## src/rtl/bus_arbiter_pkg.sv

```systemverilog
// Shared definitions for the two-requester bus arbiter: control/status bit
// positions, FSM state encoding and small word-building helpers.
package bus_arbiter_pkg;

  localparam int CTRL_READ  = 0;
  localparam int CTRL_WRITE = 1;
  localparam int STAT_ACK   = 0;
  localparam int STAT_ERR   = 1;

  localparam logic [31:0] STAT_OK    = 32'(1) << STAT_ACK;
  localparam logic [31:0] STAT_ABORT = STAT_OK | (32'(1) << STAT_ERR);

  typedef enum logic [1:0] {
    IDLE     = 2'd0,
    ISSUE    = 2'd1,
    WAIT_ACK = 2'd2,
    RELEASE  = 2'd3
  } arb_state_e;

  // A request with both bits set is treated as a write.
  function automatic logic [31:0] op_word(input logic is_write);
    return is_write ? (32'(1) << CTRL_WRITE) : (32'(1) << CTRL_READ);
  endfunction

endpackage

```

## src/rtl/bus_arbiter_if.sv

```systemverilog
// One request/response channel: control, address and write data flow from
// master to slave, status and read data flow back.
interface bus_arbiter_if;
  logic [31:0] ctrl;
  logic [31:0] addr;
  logic [31:0] wdata;
  logic [31:0] stat;
  logic [31:0] rdata;

  modport master (output ctrl, addr, wdata, input  stat, rdata);
  modport slave  (input  ctrl, addr, wdata, output stat, rdata);
endinterface

```

## src/rtl/bus_arbiter_rr_pick2.sv

```systemverilog
// Two-way winner selection: round-robin against the last-served requester,
// or fixed priority with m0 winning when rr_en is low.
module rr_pick2 (
  input  logic [1:0] req,
  input  logic       last,
  input  logic       rr_en,
  output logic [1:0] gnt
);
  always_comb begin
    // NOTE: default first so every path assigns gnt and no latch is inferred.
    gnt = req;
    if (req == 2'b11) begin
      gnt = (rr_en && !last) ? 2'b10 : 2'b01;
    end
  end
endmodule

```

## src/rtl/bus_arbiter.sv

```systemverilog
// Arbitrates two requesters onto a single device port with a four-state FSM,
// an ACK timeout and registered outputs on every port.
module bus_arbiter
  import bus_arbiter_pkg::*;
#(
  parameter int TIMEOUT = 255,
  parameter bit RR_EN   = 1'b1
) (
  input  logic          clk,
  input  logic          rst,
  bus_arbiter_if.slave  m0,
  bus_arbiter_if.slave  m1,
  bus_arbiter_if.master dev,
  output logic [1:0]    grant
);
  localparam logic [7:0] TMO_LAST = 8'(TIMEOUT - 1);

  arb_state_e  state;
  logic        last;  // 1 when m1 was served most recently
  logic [7:0]  tmo_cnt;
  logic [31:0] op_q;
  logic [31:0] addr_q;
  logic [31:0] wdata_q;
  logic [1:0]  req;
  logic [1:0]  pick;
  logic        dev_ack;
  logic        win_busy;
  logic        unused_bits;

  assign req = {m1.ctrl[CTRL_READ] | m1.ctrl[CTRL_WRITE],
                m0.ctrl[CTRL_READ] | m0.ctrl[CTRL_WRITE]};
  assign dev_ack     = dev.stat[STAT_ACK];
  assign win_busy    = grant[1] ? req[1] : req[0];
  assign unused_bits = ^{m0.ctrl, m1.ctrl, dev.stat};

  rr_pick2 u_pick (
    .req  (req),
    .last (last),
    .rr_en(RR_EN),
    .gnt  (pick)
  );

  // NOTE: state registers use non-blocking assignments so every update in this
  // block sees the values from before the clock edge.
  always_ff @(posedge clk or negedge rst) begin
    if (!rst) begin
      state     <= IDLE;
      last      <= 1'b1;
      tmo_cnt   <= '0;
      op_q      <= '0;
      addr_q    <= '0;
      wdata_q   <= '0;
      grant     <= '0;
      dev.ctrl  <= '0;
      dev.addr  <= '0;
      dev.wdata <= '0;
      m0.stat   <= '0;
      m0.rdata  <= '0;
      m1.stat   <= '0;
      m1.rdata  <= '0;
    end else begin
      case (state)
        IDLE: begin
          if (|req) begin
            grant   <= pick;
            op_q    <= op_word(pick[1] ? m1.ctrl[CTRL_WRITE] : m0.ctrl[CTRL_WRITE]);
            addr_q  <= pick[1] ? m1.addr  : m0.addr;
            wdata_q <= pick[1] ? m1.wdata : m0.wdata;
            state   <= ISSUE;
          end
        end

        // Hold off while a stale ACK from an earlier transaction is still up.
        ISSUE: begin
          if (!dev_ack) begin
            dev.ctrl  <= op_q;
            dev.addr  <= addr_q;
            dev.wdata <= wdata_q;
            tmo_cnt   <= '0;
            state     <= WAIT_ACK;
          end
        end

        // ACK is tested before expiry, so an ACK on the last cycle succeeds.
        WAIT_ACK: begin
          if (dev_ack) begin
            dev.ctrl <= '0;
            if (grant[1]) begin
              m1.stat <= STAT_OK;
              if (op_q[CTRL_READ]) m1.rdata <= dev.rdata;
            end else begin
              m0.stat <= STAT_OK;
              if (op_q[CTRL_READ]) m0.rdata <= dev.rdata;
            end
            state <= RELEASE;
          end else if (tmo_cnt >= TMO_LAST) begin
            dev.ctrl <= '0;
            if (grant[1]) m1.stat <= STAT_ABORT;
            else          m0.stat <= STAT_ABORT;
            state <= RELEASE;
          end else if (tmo_cnt != 8'hFF) begin
            tmo_cnt <= tmo_cnt + 8'd1;
          end
        end

        RELEASE: begin
          if (!win_busy && !dev_ack) begin
            m0.stat <= '0;
            m1.stat <= '0;
            grant   <= '0;
            last    <= grant[1];
            state   <= IDLE;
          end
        end

        default: state <= IDLE;
      endcase
    end
  end
endmodule
```

## src/flat_wrapper.sv

```systemverilog
// flat-port wrapper written by rule: the top's interface ports become plain ports
module bus_arbiter_flat import bus_arbiter_pkg::*;
#(
  parameter int TIMEOUT = 255,
  parameter bit RR_EN   = 1'b1
)
  (clk, rst, grant, m0_ctrl, m0_addr, m0_wdata, m0_stat, m0_rdata, m1_ctrl, m1_addr, m1_wdata, m1_stat, m1_rdata, dev_ctrl, dev_addr, dev_wdata, dev_stat, dev_rdata);
  bus_arbiter_if m0_i ();
  bus_arbiter_if m1_i ();
  bus_arbiter_if dev_i ();
  input  logic clk;
  input  logic rst;
  output logic [1:0] grant;
  input wire logic [$bits(m0_i.ctrl)-1:0] m0_ctrl;
  input wire logic [$bits(m0_i.addr)-1:0] m0_addr;
  input wire logic [$bits(m0_i.wdata)-1:0] m0_wdata;
  output wire logic [$bits(m0_i.stat)-1:0] m0_stat;
  output wire logic [$bits(m0_i.rdata)-1:0] m0_rdata;
  input wire logic [$bits(m1_i.ctrl)-1:0] m1_ctrl;
  input wire logic [$bits(m1_i.addr)-1:0] m1_addr;
  input wire logic [$bits(m1_i.wdata)-1:0] m1_wdata;
  output wire logic [$bits(m1_i.stat)-1:0] m1_stat;
  output wire logic [$bits(m1_i.rdata)-1:0] m1_rdata;
  output wire logic [$bits(dev_i.ctrl)-1:0] dev_ctrl;
  output wire logic [$bits(dev_i.addr)-1:0] dev_addr;
  output wire logic [$bits(dev_i.wdata)-1:0] dev_wdata;
  input wire logic [$bits(dev_i.stat)-1:0] dev_stat;
  input wire logic [$bits(dev_i.rdata)-1:0] dev_rdata;
  assign m0_i.ctrl = m0_ctrl;
  assign m0_i.addr = m0_addr;
  assign m0_i.wdata = m0_wdata;
  assign m0_stat = m0_i.stat;
  assign m0_rdata = m0_i.rdata;
  assign m1_i.ctrl = m1_ctrl;
  assign m1_i.addr = m1_addr;
  assign m1_i.wdata = m1_wdata;
  assign m1_stat = m1_i.stat;
  assign m1_rdata = m1_i.rdata;
  assign dev_ctrl = dev_i.ctrl;
  assign dev_addr = dev_i.addr;
  assign dev_wdata = dev_i.wdata;
  assign dev_i.stat = dev_stat;
  assign dev_i.rdata = dev_rdata;
  bus_arbiter #(.TIMEOUT(TIMEOUT), .RR_EN(RR_EN)) u_core (.clk(clk), .rst(rst), .m0(m0_i), .m1(m1_i), .dev(dev_i), .grant(grant));
endmodule
```

## config.mk

```make
export PLATFORM = sky130hd
export DESIGN_NAME = bus_arbiter_flat
export DESIGN_NICKNAME = d
export VERILOG_FILES = /design/src/rtl/bus_arbiter_pkg.sv /design/src/rtl/bus_arbiter_if.sv /design/src/rtl/bus_arbiter_rr_pick2.sv /design/src/rtl/bus_arbiter.sv /design/src/flat_wrapper.sv
export SDC_FILE = /design/constraint.sdc
export NUM_CORES = 1
export LEC_CHECK = 0
export ABC_AREA = 1
export BUFFER_PORTS_ARGS = -buffer_cell sky130_fd_sc_hd__buf_4
export CAP_MARGIN = 30
export CORE_AREA = 5 5 185 187
export DETAILED_ROUTE_END_ITERATION = 8
export DIE_AREA = 0 0 190 192
export PLACE_DENSITY = 0.58
export SETUP_SLACK_MARGIN = 0.15
export SLEW_MARGIN = 20
export SYNTH_ARGS = -nofsm -noshare
export SYNTH_HDL_FRONTEND = slang
export SYNTH_SLANG_ARGS = --single-unit
```

## constraint.sdc

```tcl
create_clock -name clk -period 2.4 [get_ports clk]
set_clock_uncertainty 0.2 [all_clocks]
set_input_delay 0.48 -clock clk [delete_from_list [all_inputs] [get_ports clk]]
set_output_delay 0.48 -clock clk [all_outputs]
set_load 0.03 [all_outputs]
```

==> metrics.csv, run 1 <==
metric;value;unit
largest net degree at the start of global routing;77;
drt wl/cell;15.1;microns
Vias/cell;4.23;
Post-synth top flop;dfrtp_1;
Worst R2R End;u_core.tmo_cnt[1];
Yosys reg bits;213;
CP Buf/Inv Count;4;
DRC;0;
Max clock buf depth;3;
Reg-to-Reg Start;u_core.state[0];
crit start category;register;
FF+latch area;5330;sq um
# setup viols final;0;
Skew-Pair Late Insertion Delay;0.51;ns
number of fill cells;3191;
clk sinks;213;
gr usage total;0.143;
Layout Cells excl Fill;1842;
Pwr per Cell Area;1390;nW/um^2
Worst EP arrival;2.17;ns
Worst Hold Class;in -> reg;
Via Count;7785;
Tmin final;1.96;ns
CP most frequent cell;nand2_1;
most common cell after layout, fill and taps aside;buf_4;
Leak;6.69;nW
layer with the highest usage;met2;
RSZ-0062 raised after global routing;false;
multi-input logic area;3330;sq um
CP max stage delay;0.41;ns
drt pass-1 iters;5;
VDD IR max;0.000510;V
port buffer count;302;
fin worst setup slack;0.435;ns
total grt overflow;0;
setup_tns;0;ns
Hold Path Depth;3;
Synth Area per Inst;9.25;sq um
share of cells above drive strength 1;0.306;
R2R depth;10;
Final period util;0.819;
Clk pin slew, worst setup/hold paths;0.06;ns
# IOs;484;
slew of the pin with the lowest slew margin;0.519;ns
kind of critical path;reg -> reg;
status;complete, no violations;
Yosys Warn Count;0;
Total Wirelength;27.9;mm
HPWL after detailed placement;20.3;mm
grt met3 use;0.0274;
Hold Violations, Final;0;
dpl cells;1778;
CP top delay family;simple AND/OR/NAND/NOR gates;
CTS Buf Count;25;
Max Fclk;509;MHz
WP data required;2.61;ns
Slew headroom;0.654;
diode count;0;
GP Congestion;0.784;
DR iter-0 viols;399;
ys async rst share;1.00;
synthesized cell area;9870;sq um
pre-CTS setup slack;0.439;ns
Layout Utilization;0.412;
# rows;66;
crit-path cells;inv_1 -> ha_1 -> inv_4 -> buf_4 -> nor3_2 -> nand2_1 -> nand2_2 -> inv_1 -> nand2_1 -> nand2_1;
first-pass GRT wire length;42.6;mm
reg-to-reg slack, setup;0.44;ns
root buffer cell;clkbuf_16;
H-tree depth;1;
Die X;190;microns
Critical Path End Type;register;
HP Start;dev_rdata[14];
Mapped Cells;1067;
vias in the first global route;7653;
most frequent cells in the layout;buf_4, dfrtp_1, nand2_1;
met1 Use GR;0.194;
Starting Density;0.306;
grt met2 use;0.233;
area grow syn2layout;34.8;%
final net count;1649;
Hold Path Sink;u_core.m1.rdata[14];
die height;192;microns
Unique masters post-synth;36;
EDFF count, synth;0;
post-synthesis sequential area ratio;0.540;
MaxCap Viol Count;0;
Final Max Slew Viols;0;
CTS tree;yes;
Final ANT Viol Nets;0;
worst-path maximum fanout;15;
CP max stage cell;dfrtp_1;
initial antenna violation count;0;
DIE AREA;36500;sq um
PostCTS Resize Cnt;0;
Core ar.;32300;sq um
registers in the layout, summed over array words and instances, names as in the netlist:
| register | flops |
|---|---|
| u_core.m0.rdata | 32 |
| u_core.wdata_q | 32 |
| u_core.dev.ctrl | 2 |
| u_core.last | 1 |
| u_core.tmo_cnt | 8 |
| u_core.grant | 2 |
| u_core.addr_q | 32 |
| u_core.m1.rdata | 32 |
| u_core.m1.stat | 2 |
| u_core.op_q | 2 |
| u_core.dev.wdata | 32 |
| u_core.state | 2 |
| u_core.m0.stat | 2 |
| u_core.dev.addr | 32 |
report_power, final:
| part | internal, W | total (W) | switching [W] |
|---|---|---|---|
| clock | 0.00224 | 0.00372 | 0.00149 |
| sequential | 0.00527 | 0.00605 | 0.000785 |
| combinational | 0.00311 | 0.00867 | 0.00556 |
final cells by class:
class	count	share of cell area
sequential	213	0.401
multi-input combinational	672	0.251
timing repair buffer	349	0.212
clock buffer	33	0.0523
tap	442	0.0416
inverter	124	0.0352
clock inverter	9	0.00771
cell usage after synthesis, drive strengths merged, types with 2 or more instances:
cell type	instances	share of area
o21ai	174	0.094
inv	124	0.047
dfrtp	212	0.54
nand3	12	0.0074
o21bai	5	0.0038
buf	138	0.10
o22ai	64	0.041
clkbuf	9	0.0043
xor2	2	0.0018
nor2	113	0.046
a21oi	36	0.030
ha	6	0.0076
nand4	8	0.0051
nand2	157	0.062
through the flow:
stage	cell area [sq um]	hold slack, ns	total power, W
after detailed placement	12300	0.269	0.0149
after global placement	12300	0.260	0.0147
after CTS	13300	0.000504	0.0188
after global routing	13300	0.00480	0.0198
final	13300	0.0277	0.0184
after floorplan	10200	-0.0156	0.0118
kinds of logic after synthesis:
group | count (synthesis) | share of synthesized area
and+or+nand+nor | 292 | 0.122
AOI/OAI and AO/OA | 282 | 0.171
buffers and inverters | 271 | 0.157
DFF | 213 | 0.540
adders and majority gates | 6 | 0.00761
xor gates and xnor gates | 2 | 0.00178
other | 1 | 0.000380
routing by layer:
layer | vias up | share of wire | wire [microns]
met3 | 45 | 0.064 | 1790
li1 | 3901 | - | -
met2 | 251 | 0.48 | 13400
met1 | 3588 | 0.43 | 12000
met4 | 0 | 0.025 | 707
met5 | - | 0 | 0
worst min-delay path: cells and delay by family:
| family | cells | cell delay [ns] |
|---|---|---|
| buffers and inverters | 2 | 0.12 |
| AO/OA/AOI/OAI | 1 | 0.11 |
timing repair:
item                      CTS  global route
buffers inserted            0             0
hold buffers               21             1
hold endpoints to repair   69             1
worst max path at each step:
| stage | from | to | slack, ns | depth (start not counted) |
|---|---|---|---|---|
| 4_1_cts | u_core.state[0] | u_core.addr_q[1] | 0.40 | 7 |
| 3_3_place_gp | u_core.state[0] | u_core.tmo_cnt[1] | 0.47 | 10 |
| 5_1_grt | u_core.state[0] | u_core.addr_q[4] | 0.23 | 7 |
| 2_1_floorplan | u_core.state[0] | u_core.tmo_cnt[0] | 0.74 | 9 |
| 6_report | u_core.state[0] | u_core.tmo_cnt[1] | 0.44 | 10 |
| 3_5_place_dp | u_core.state[0] | u_core.addr_q[1] | 0.44 | 7 |
(Power assumes the default switching activity.)
==> inputs of run 2 (changes only) <==
==> constraint.sdc (replaced) <==
create_clock -name clk -period 1.95 [get_ports clk]
set_clock_uncertainty 0.2 [all_clocks]
set_input_delay 0.39 -clock clk [delete_from_list [all_inputs] [get_ports clk]]
set_output_delay 0.39 -clock clk [all_outputs]
set_load 0.03 [all_outputs]
==> metrics.csv, run 2 (synthesis gave the netlist of run 1 again) <==
metric;value;unit;change
Via Count;8645;;+11%
Placed Area;12400;sq um;+0.65%
drt pass-1 iters;5;;unchanged
Leak;7.52;nW;+12%
crit-path cells;inv_2 -> ha_4 -> inv_4 -> a21oi_4 -> buf_12 -> buf_12 -> buf_12 -> clkbuf_16 -> o22ai_1;;
number of fill cells;2967;;-7.0%
GP Congestion;0.791;;+0.82%
Clk pin slew, worst setup/hold paths;0.06;ns;about the same
final net count;1821;;+10%
# IOs;484;;unchanged
largest net degree at the start of global routing;69;;-10%
Max Fclk;554;MHz;+8.7%
status;complete, no violations;;
initial antenna violation count;0;;unchanged
CP most frequent cell;buf_12;;
Final period util;0.926;;+0.108
port buffer count;302;;unchanged
share of cells above drive strength 1;0.310;;+0.00384
DRC;0;;unchanged
# setup viols final;0;;unchanged
die height;192;microns;unchanged
Worst Hold Class;in -> reg;;
DR iter-0 viols;424;;+6.3%
clk sinks;213;;unchanged
CP max stage delay;0.42;ns;about the same
setup_tns;0;ns;unchanged
VDD IR max;0.000800;V;+57%
Final ANT Viol Nets;0;;unchanged
Skew-Pair Late Insertion Delay;0.51;ns;about the same
most frequent cells in the layout;buf_4, dfrtp_1, dlygate4sd3_1;;
Final Cell Area;15300;sq um;+15%
worst-path maximum fanout;6;;-9
Pwr per Cell Area;1580;nW/um^2;+14%
Max clock buf depth;3;;unchanged
Tmin final;1.81;ns;-0.158 ns
CTS Buf Count;25;;unchanged
Hold Violations, Final;0;;unchanged
gr usage total;0.152;;+0.00913
Die X;190;microns;unchanged
crit start category;register;;
Core ar.;32300;sq um;unchanged
most common cell after layout, fill and taps aside;buf_4;;
Vias/cell;4.30;;+1.7%
vias in the first global route;8638;;+13%
CTS tree;yes;;
Starting Density;0.306;;unchanged
Total Wirelength;31.4;mm;+12%
Worst EP arrival;1.99;ns;-0.18 ns
area grow syn2layout;55.1;%;
first-pass GRT wire length;45.6;mm;+7.2%
total grt overflow;0;;unchanged
Final Max Slew Viols;0;;unchanged
WP data required;2.14;ns;-0.47 ns
HPWL after detailed placement;20.1;mm;-1.2%
root buffer cell;clkbuf_16;;
DIE AREA;36500;sq um;unchanged
diode count;0;;unchanged
RSZ-0062 raised after global routing;true;;
H-tree depth;1;;unchanged
CP max stage cell;dfrtp_1;;
drt wl/cell;15.6;microns;+2.9%
Critical Path End Type;register;;
MaxCap Viol Count;0;;unchanged
kind of critical path;reg -> reg;;
# rows;66;;unchanged
## run 2: cell types whose count changed in the layout (fill, tap and decap cells not counted), sizes merged
| cell | delta |
|---|---|
| clkinvlp | +1 |
| bufinv | -2 |
| clkinv | -3 |
| clkbuf | +12 |
| nand2 | +1 |
| buf | +24 |
| inv | -1 |
| dlygate4sd3 | +138 |
## run 2: critical path: cells and delay by family, from the launching register on
family | cells | cell delay, ns
AO/OA/AOI/OAI | 2 | 0.25
adder cells (fa/ha/maj) | 1 | 0.14
buffers and inverters | 6 | 0.65
flip-flops | 1 | 0.42
## run 2: metal layers
layer,track usage,part of all wire,vias to the layer above
li1,-,-,4254
met1,0.201,0.43,4074
met2,0.258,0.49,260
met3,0.0244,0.054,57
met4,0.0492,0.027,0
met5,0,0,-
## run 2: area by class of cell
type,instances,area (sq um),share of cell area
Clock inverter,4,22.5,0.00147
Multi-Input combinational cell,673,3470,0.227
Clock buffer,36,707,0.0462
Timing Repair Buffer,520,4750,0.310
Inverter,124,470,0.0307
Sequential cell,213,5330,0.348
Tap cell,442,553,0.0361
## run 2: power by group
group | switching (W) | total [W] | leakage [nW] | internal [W]
Combinational | 0.00745 | 0.0125 | 4.55 | 0.00501
Clock | 0.00177 | 0.00425 | 0.357 | 0.00248
Sequential | 0.000967 | 0.00746 | 2.62 | 0.00649
Total | 0.0102 | 0.0242 | 7.52 | 0.0140
## run 2: repair_timing
action / CTS / global route
hold buffers: 160 / 0
endpoints found under the setup margin: 29 / 137
pin swaps: 0 / 14
setup buffers: 2 / 15
cloned: 0 / 13
resized for setup: 1 / 47
endpoints found under the hold margin: 239 / 0
## run 2: path summary, 6_finish.rpt
path,startpoint,end,cells after the start,slack [ns]
hold / removal,m0_addr[17],u_core.addr_q[17],3,0.04
max in group asynchronous,rst,u_core.addr_q[15],3,0.71
setup reg to reg,u_core.state[1],u_core.wdata_q[4],9,0.14
min in group asynchronous,rst,u_core.m0.rdata[18],2,0.19
hold reg to reg,u_core.dev.addr[24],u_core.dev.addr[24],2,0.28
setup / recovery,u_core.state[1],u_core.wdata_q[4],9,0.14
## run 2: stage by stage
step / hold WS [ns] / cells / utilization / power (W) / setup slack, ns
2_1_floorplan: -0.106 / 1156 / - / 0.0146 / 0.286
3_3_place_gp: 0.148 / 1782 / 0.383 / 0.0183 / 0.0918
3_5_place_dp: 0.151 / 1782 / 0.383 / 0.0185 / 0.105
4_1_cts: 0.000594 / 1984 / 0.456 / 0.0232 / 0.122
5_1_grt: 0.0411 / 2012 / 0.474 / 0.0257 / 0.0517
6_report: 0.0357 / 2012 / 0.474 / 0.0242 / 0.143
